<file path="src/rtl/regfile_dump_ctrl.sv">
// Debug dump sequencer: walks the register file debug port from address 0 to
// 2**W-1 and streams every word out MSB byte first over a valid/ready byte link.
module regfile_dump_ctrl #(
   parameter int B = 32,
   parameter int W = 5
) (
   input  logic         i_clk,
   input  logic         i_reset,
   input  logic         i_start,
   output logic [W-1:0] o_debug_addr,
   input  logic [B-1:0] i_reg_data,
   output logic [7:0]   o_tx_data,
   output logic         o_tx_valid,
   input  logic         i_tx_ready,
   output logic         o_busy,
   output logic         o_done
);
   // state  | meaning
   // IDLE   | waiting for i_start, no output activity
   // LATCH  | capture register word at o_debug_addr into shift register
   // SEND   | present top byte, shift on each accepted byte
   // DONE   | one-cycle completion pulse, address cleared

   localparam int NBYTES = B / 8;
   localparam int CW = (NBYTES > 1) ? $clog2(NBYTES) : 1;
   localparam logic [CW-1:0] LAST_BYTE = CW'(NBYTES - 1);
   localparam logic [W-1:0] LAST_ADDR = {W{1'b1}};

   typedef enum logic [1:0] {
      S_IDLE  = 2'd0,
      S_LATCH = 2'd1,
      S_SEND  = 2'd2,
      S_DONE  = 2'd3
   } state_t;

   state_t        r_state;
   logic [W-1:0]  r_addr;
   logic [B-1:0]  r_shift;
   logic [CW-1:0] r_byte_cnt;
   logic          r_tx_valid;
   logic          r_busy;
   logic          r_done;

   always_ff @(posedge i_clk) begin
      if (!i_reset) begin
         r_state    <= S_IDLE;
         r_addr     <= '0;
         r_shift    <= '0;
         r_byte_cnt <= '0;
         r_tx_valid <= 1'b0;
         r_busy     <= 1'b0;
         r_done     <= 1'b0;
      end else begin
         r_done <= 1'b0;
         case (r_state)
            S_IDLE: begin
               if (i_start) begin
                  r_addr  <= '0;
                  r_busy  <= 1'b1;
                  r_state <= S_LATCH;
               end
            end
            S_LATCH: begin
               r_shift    <= i_reg_data;
               r_byte_cnt <= '0;
               r_tx_valid <= 1'b1;
               r_state    <= S_SEND;
            end
            S_SEND: begin
               // Without ready every register holds, keeping the byte stable.
               if (i_tx_ready) begin
                  if (r_byte_cnt != LAST_BYTE) begin
                     r_shift    <= r_shift << 8;
                     r_byte_cnt <= r_byte_cnt + 1'b1;
                  end else begin
                     r_tx_valid <= 1'b0;
                     if (r_addr != LAST_ADDR) begin
                        r_addr  <= r_addr + 1'b1;
                        r_state <= S_LATCH;
                     end else begin
                        r_done  <= 1'b1;
                        r_state <= S_DONE;
                     end
                  end
               end
            end
            S_DONE: begin
               r_addr  <= '0;
               r_busy  <= 1'b0;
               r_state <= S_IDLE;
            end
            default: r_state <= S_IDLE;
         endcase
      end
   end

   assign o_debug_addr = r_addr;
   assign o_tx_data    = r_shift[B-1 -: 8];
   assign o_tx_valid   = r_tx_valid;
   assign o_busy       = r_busy;
   assign o_done       = r_done;

endmodule

</file>
<file path="config.mk">
export PLATFORM = sky130hd
export DESIGN_NAME = regfile_dump_ctrl
export DESIGN_NICKNAME = d
export VERILOG_FILES = /design/src/rtl/regfile_dump_ctrl.sv
export SDC_FILE = /design/constraint.sdc
export NUM_CORES = 1
export LEC_CHECK = 0
export ABC_AREA = 1
export BUFFER_PORTS_ARGS = -buffer_cell sky130_fd_sc_hd__buf_2
export CELL_PAD_IN_SITES_DETAIL_PLACEMENT = 0
export CELL_PAD_IN_SITES_GLOBAL_PLACEMENT = 1
export CORE_UTILIZATION = 38
export CTS_BUF_LIST = sky130_fd_sc_hd__clkbuf_8
export DETAILED_ROUTE_END_ITERATION = 16
export PLACE_DENSITY = 0.91
export SYNTH_ARGS = -nofsm -noshare
export SYNTH_HDL_FRONTEND = slang
export SYNTH_SLANG_ARGS = --single-unit
</file>
<file path="constraint.sdc">
create_clock -name i_clk -period 2 [get_ports i_clk]
set_input_delay 0.1 -clock i_clk [delete_from_list [all_inputs] [get_ports i_clk]]
set_output_delay 0.1 -clock i_clk [all_outputs]
set_load 0.1 [all_outputs]
</file>
After elaboration in Yosys (flattened, before gate mapping)
Cells that the tools add are included.

Flip-flop bits (word level): 44. Input bits: 36. Output and inout bits: 16. Logic and storage cells: 54.

Add/sub/neg operators: 2. Equal/unequal tests: 10. Mux-type cells: 22. Bitwise logic cells: 3. Reductions and logical operators: 10.

Operator list (count): 32-bit 2-to-1 mux (2); 32-bit one-hot mux with 2 select lines (1); 5-bit 2-to-1 mux (4); 5-bit one-hot mux with 3 select lines (1); 2-bit 2-to-1 mux (6); 2-bit != test, second input constant (6); 3-bit AND reduction (3); 2-bit one-hot mux with 4 select lines (1); 5-bit by 1-bit adder with 5-bit output, second input constant (1); 5-bit != test, second input constant (1); 5-bit AND reduction (1); 2-bit == test, second input constant (2); 1-bit 2-to-1 mux (4); 1-bit one-hot mux with 2 select lines (2); 2-bit one-hot mux with 2 select lines (1); 2-bit nonzero test (2); 4-bit OR reduction (1); 1-bit NOT (3); 3-bit nonzero test (1); 2-bit by 1-bit adder with 2-bit output, second input constant (1); 2-bit by 1-bit == test with 1-bit output, second input constant (1); 2-bit logical NOT (1); 2-bit AND reduction (1).

Logic depth before layout (Yosys ltp)
Depth after elaboration: 5. Mapped depth: 9. Gate-level depth less buffers: 9.

Worst setup path before layout
Ideal clock, no wire load.

Path type: reg2reg. Start: register r_addr[0] (netlist: o_debug_addr[0]). End: register r_addr[1] (netlist: o_debug_addr[1]). Library setup time: 0.114 ns. Data arrival time: 2.029 ns. Data required time: 1.886 ns. Setup slack: -0.143 ns. Cell stages (with the launch flop): 10. Path buffers: 0. Clock period less this slack: 2.143 ns. Cell sequence: dfxtp_1 -> ha_1 -> inv_1 -> nor3_1 -> ha_1 -> o21ai_2 -> nand2_1 -> nand2_1 -> nand2_1 -> nor2_1.

Longest elaborated chain between the ends: 5. Elaborated cells on any way between the ends: 8. Classes of those cells: add/sub (1); eq/ne (2); mux (4); reduce/logical (1).

Ends and longest elaborated chain: from (decl) (line 37) `logic [W-1:0] r_addr;`; from (signal assigned) (line 78) `r_addr <= r_addr + 1'b1;`; 5-bit by 1-bit adder with 5-bit output (line 78); 5-bit 2-to-1 mux (line 77) `if (r_addr != LAST_ADDR) begin`; 5-bit 2-to-1 mux (line 72) `if (r_byte_cnt != LAST_BYTE) begin`; 5-bit 2-to-1 mux (line 71) `if (i_tx_ready) begin`; 5-bit one-hot mux with 3 select lines (line 55) `case (r_state)`.

Parallel ways exist; a longest one is shown, timed or not. The select of a mux whose other input is x is not followed. A chain may end at the register's enable or synchronous reset.

Final worst setup path
Same ends and word-level chain as after synthesis.

==> impl_metrics.env <==
export IMPL_area_delta_synth_final_pct=14.4
export IMPL_final_min_period_over_clock_period=0.869
export IMPL_die_ar_sq_um=5900
export IMPL_detail_route_vias_per_cell=4.56
export IMPL_timing_max_transition_violations_final=0
export IMPL_yosys_register_bits=44
export IMPL_io_pins=52
export IMPL_numPlacedInstances=410
export IMPL_setup_bufs_post_cts=0
export IMPL_p_leak_nw=1.18
export IMPL_vdd_ir_drop_worst_uv=522
export IMPL_swShare=0.393
export IMPL_globalRoute_totalOverflow=0
export IMPL_place_hpwl_mm=2.90
export IMPL_global_route_wire_length_before_repair_mm=7.65
export IMPL_share_comb_of_total_power=0.343
export IMPL_worst_ep_arrival_time_ns=1.95
export IMPL_maxCapViolCount=0
export IMPL_worstPathRequired_ns=2.21
export IMPL_postSynth_topFlopCell="dfxtp_1"
export IMPL_synth_top_cells_by_area="dfxtp_1 (41%), nand2_1 (17%), nor2_1 (10%)"
export IMPL_root_buffer="clkbuf_8"
export IMPL_ctsHtreeMaxLevel=2
export IMPL_final_antenna_net_count=0
export IMPL_area_of_placed_instances_sq_um=2320
export IMPL_grt_start_max_net_pins=36
export IMPL_yosys_warnings=0
export IMPL_wl_per_cell_um=10.2
export IMPL_timing_critical_path_max_delay_family="simple AND/OR/NAND/NOR gates"
export IMPL_power_share_clock=0.250
export IMPL_routability_cong=0.729
export IMPL_buffer_ports_inserted=51
export IMPL_timing_worst_slew_pin_value_ns=0.538
export IMPL_die_y_um=76.8
export IMPL_drcViolationCount=0
export IMPL_min_period_ns=1.74
export IMPL_fin_ws_ns=0.262
export IMPL_antenna_cells=0
export IMPL_fin_setup_tns_ns=0
export IMPL_synth_area_sq_um=2130
export IMPL_finish_instance_area_sq_um=2430
export IMPL_rsz0062_at_grt="false"
export IMPL_intPower_mw=1.59
export IMPL_clock_fmax_mhz=575
export IMPL_initialDrtViolationCount=68
export IMPL_n_fill_cell=573
export IMPL_post_cts_hold_buffer_count=0
export IMPL_finish_net_count=386
export IMPL_dpl_worst_slack_ns=0.335
export IMPL_layout_cell_share_with_drive_strength_beyond_1=0.224
export IMPL_seq_area_frac_synth=0.414
export IMPL_crit_top_cell="nand2_1"
export IMPL_clock_sink_count=44
export IMPL_post_synth_cell_area_avg_sq_um=6.86
export IMPL_power_per_cell_area_nw_per_um2=1080
export IMPL_crit_path_kind="register to register"
export IMPL_synth_commonest_cells="nand2_1 (97), nor2_1 (59), dfxtp_1 (44)"
export IMPL_synthMostInstantiatedCell="nand2_1"
export IMPL_core_area_sq_um=5240
export IMPL_yosys_cell_types_count=24
export IMPL_initial_utilization=0.406
export IMPL_netlist_area_leader_share=0.414
export IMPL_critical_path_max_stage_delay_ns=0.34
export IMPL_hold_viol=0
export IMPL_cp_cell_sequence="ha_1, inv_1, nor3_1, ha_1, o21ai_2, nand2_1, nand2_1, nand2_1, nor2_1"
export IMPL_final_setup_skew_ns=0.00534
export IMPL_leading_area_contributor_after_synthesis="dfxtp_1"
export IMPL_hold_path_class="input port to register"
export IMPL_tritoncts="built"
export IMPL_synth_edf_count=0
export IMPL_switching_power_mw=1.03
export IMPL_row_count=26
export IMPL_number_of_standard_cells_after_synthesis=310
export IMPL_cp_slowest_cell="dfxtp_2"
export IMPL_routed_via_count=1904
export IMPL_insertion_delay_ns=0.29
export IMPL_die_x_um=76.8
export IMPL_relSlewSlack=0.641
export IMPL_cts_repair_resize_count=0
export IMPL_finalWirelength_mm=4.24
export IMPL_track_usage=0.158
export IMPL_grt_pass1_vias=1766
export IMPL_share_of_async_settable_or_async_resettable_flops_after_synthesis=0
export IMPL_setup_worst_path_end_class="register"
export IMPL_clkTransAtPathRegs_ns=0.08
export IMPL_share_seq_of_total_power=0.407
export IMPL_syn_num_nets=349
export IMPL_post_layout_nonfiller_instances=418
export IMPL_fin_util=0.464
export IMPL_grt_antenna_before_repair=0
export IMPL_crit_fanout=8
export IMPL_critical_path_buf_inv_count=1
export IMPL_setup_viol_count_final=0
export IMPL_cts_buffer_depth=2
export IMPL_worstSetupStartpointType="register"
export IMPL_first_pass_iters=4
export IMPL_cts_inserted_buffers=5
export IMPL_outcome="finished clean"
==> flip-flops by register name, indices dropped and copies added, names as in the netlist <==
name and count:
r_shift 32, o_tx_valid 1, o_busy 1, r_byte_cnt 2, o_debug_addr 5, r_state 2
o_done 1
==> metal layers <==
| layer | global-route usage | wire length [um] | vias up |
|---|---|---|---|
| met4 | 0.0558 | 68 | 0 |
| met5 | 0 | 0 | - |
| met3 | 0.0405 | 212 | 8 |
| met2 | 0.254 | 1820 | 48 |
| met1 | 0.204 | 2150 | 809 |
| li1 | - | - | 1039 |
==> power groups by stage <==
stage	logic, mW	clock network, mW	registers [mW]
after CTS	0.904	0.675	1.06
final	0.897	0.655	1.06
after global placement	0.897	0	1.08
after detailed placement	0.901	0	1.09
after floorplan	0.686	0	1.21
after global routing	0.983	0.716	1.08
==> stage by stage <==
stage               hold WS (ns)  power [mW]
finish                    0.0746        2.62
global route              0.0789        2.78
CTS                       0.0644        2.64
detailed placement         0.382        1.99
global placement           0.376        1.98
floorplan                  0.229        1.90
==> logic make-up after synthesis <==
group	synth area share
buf+inv	0.107
flops	0.414
simple gates	0.344
fa+ha+maj	0.0177
compound gates	0.117
==> final timing paths <==
| check | startpoint | end | slack [ns] | depth (start not counted) |
|---|---|---|---|---|
| worst max-delay path | o_debug_addr[0]$_SDFFE_PN0P_ | o_debug_addr[1]$_SDFFE_PN0P_ | 0.26 | 9 |
| worst min-delay path | i_reg_data[2] | r_shift[2]$_SDFFE_PN0P_ | 0.07 | 3 |
| worst max register to register | o_debug_addr[0]$_SDFFE_PN0P_ | o_debug_addr[1]$_SDFFE_PN0P_ | 0.26 | 9 |
| worst min register to register | r_shift[5]$_SDFFE_PN0P_ | r_shift[5]$_SDFFE_PN0P_ | 0.46 | 2 |
==> tightest hold or removal path: stages <==
cell	delay (ns)
buf_2	0.09
nand3_1	0.07
a21oi_1	0.06
==> cell type report <==
class,instances,area [sq um],share of cell area
timing repair buffer,55,285,0.117
multi-input combinational,229,1020,0.419
clock inverter,3,38.8,0.0159
tap,70,87.6,0.0360
sequential,44,886,0.364
inverter,12,47.5,0.0195
clock buffer,5,68.8,0.0283
==> placed cells by master (no fill, tap or decap), types with 2 or more instances in the layout <==
master / instances
a21oi_1: 16
buf_2: 51
buf_4: 4
clkbuf_8: 5
dfxtp_1: 40
dfxtp_2: 4
ha_1: 3
inv_1: 10
inv_2: 2
nand2_1: 97
nand3_1: 13
nor2_1: 59
nor2_2: 2
nor3_1: 3
o21ai_0: 10
o21ai_1: 17
o21ai_2: 3
(Power assumes the default switching activity.)
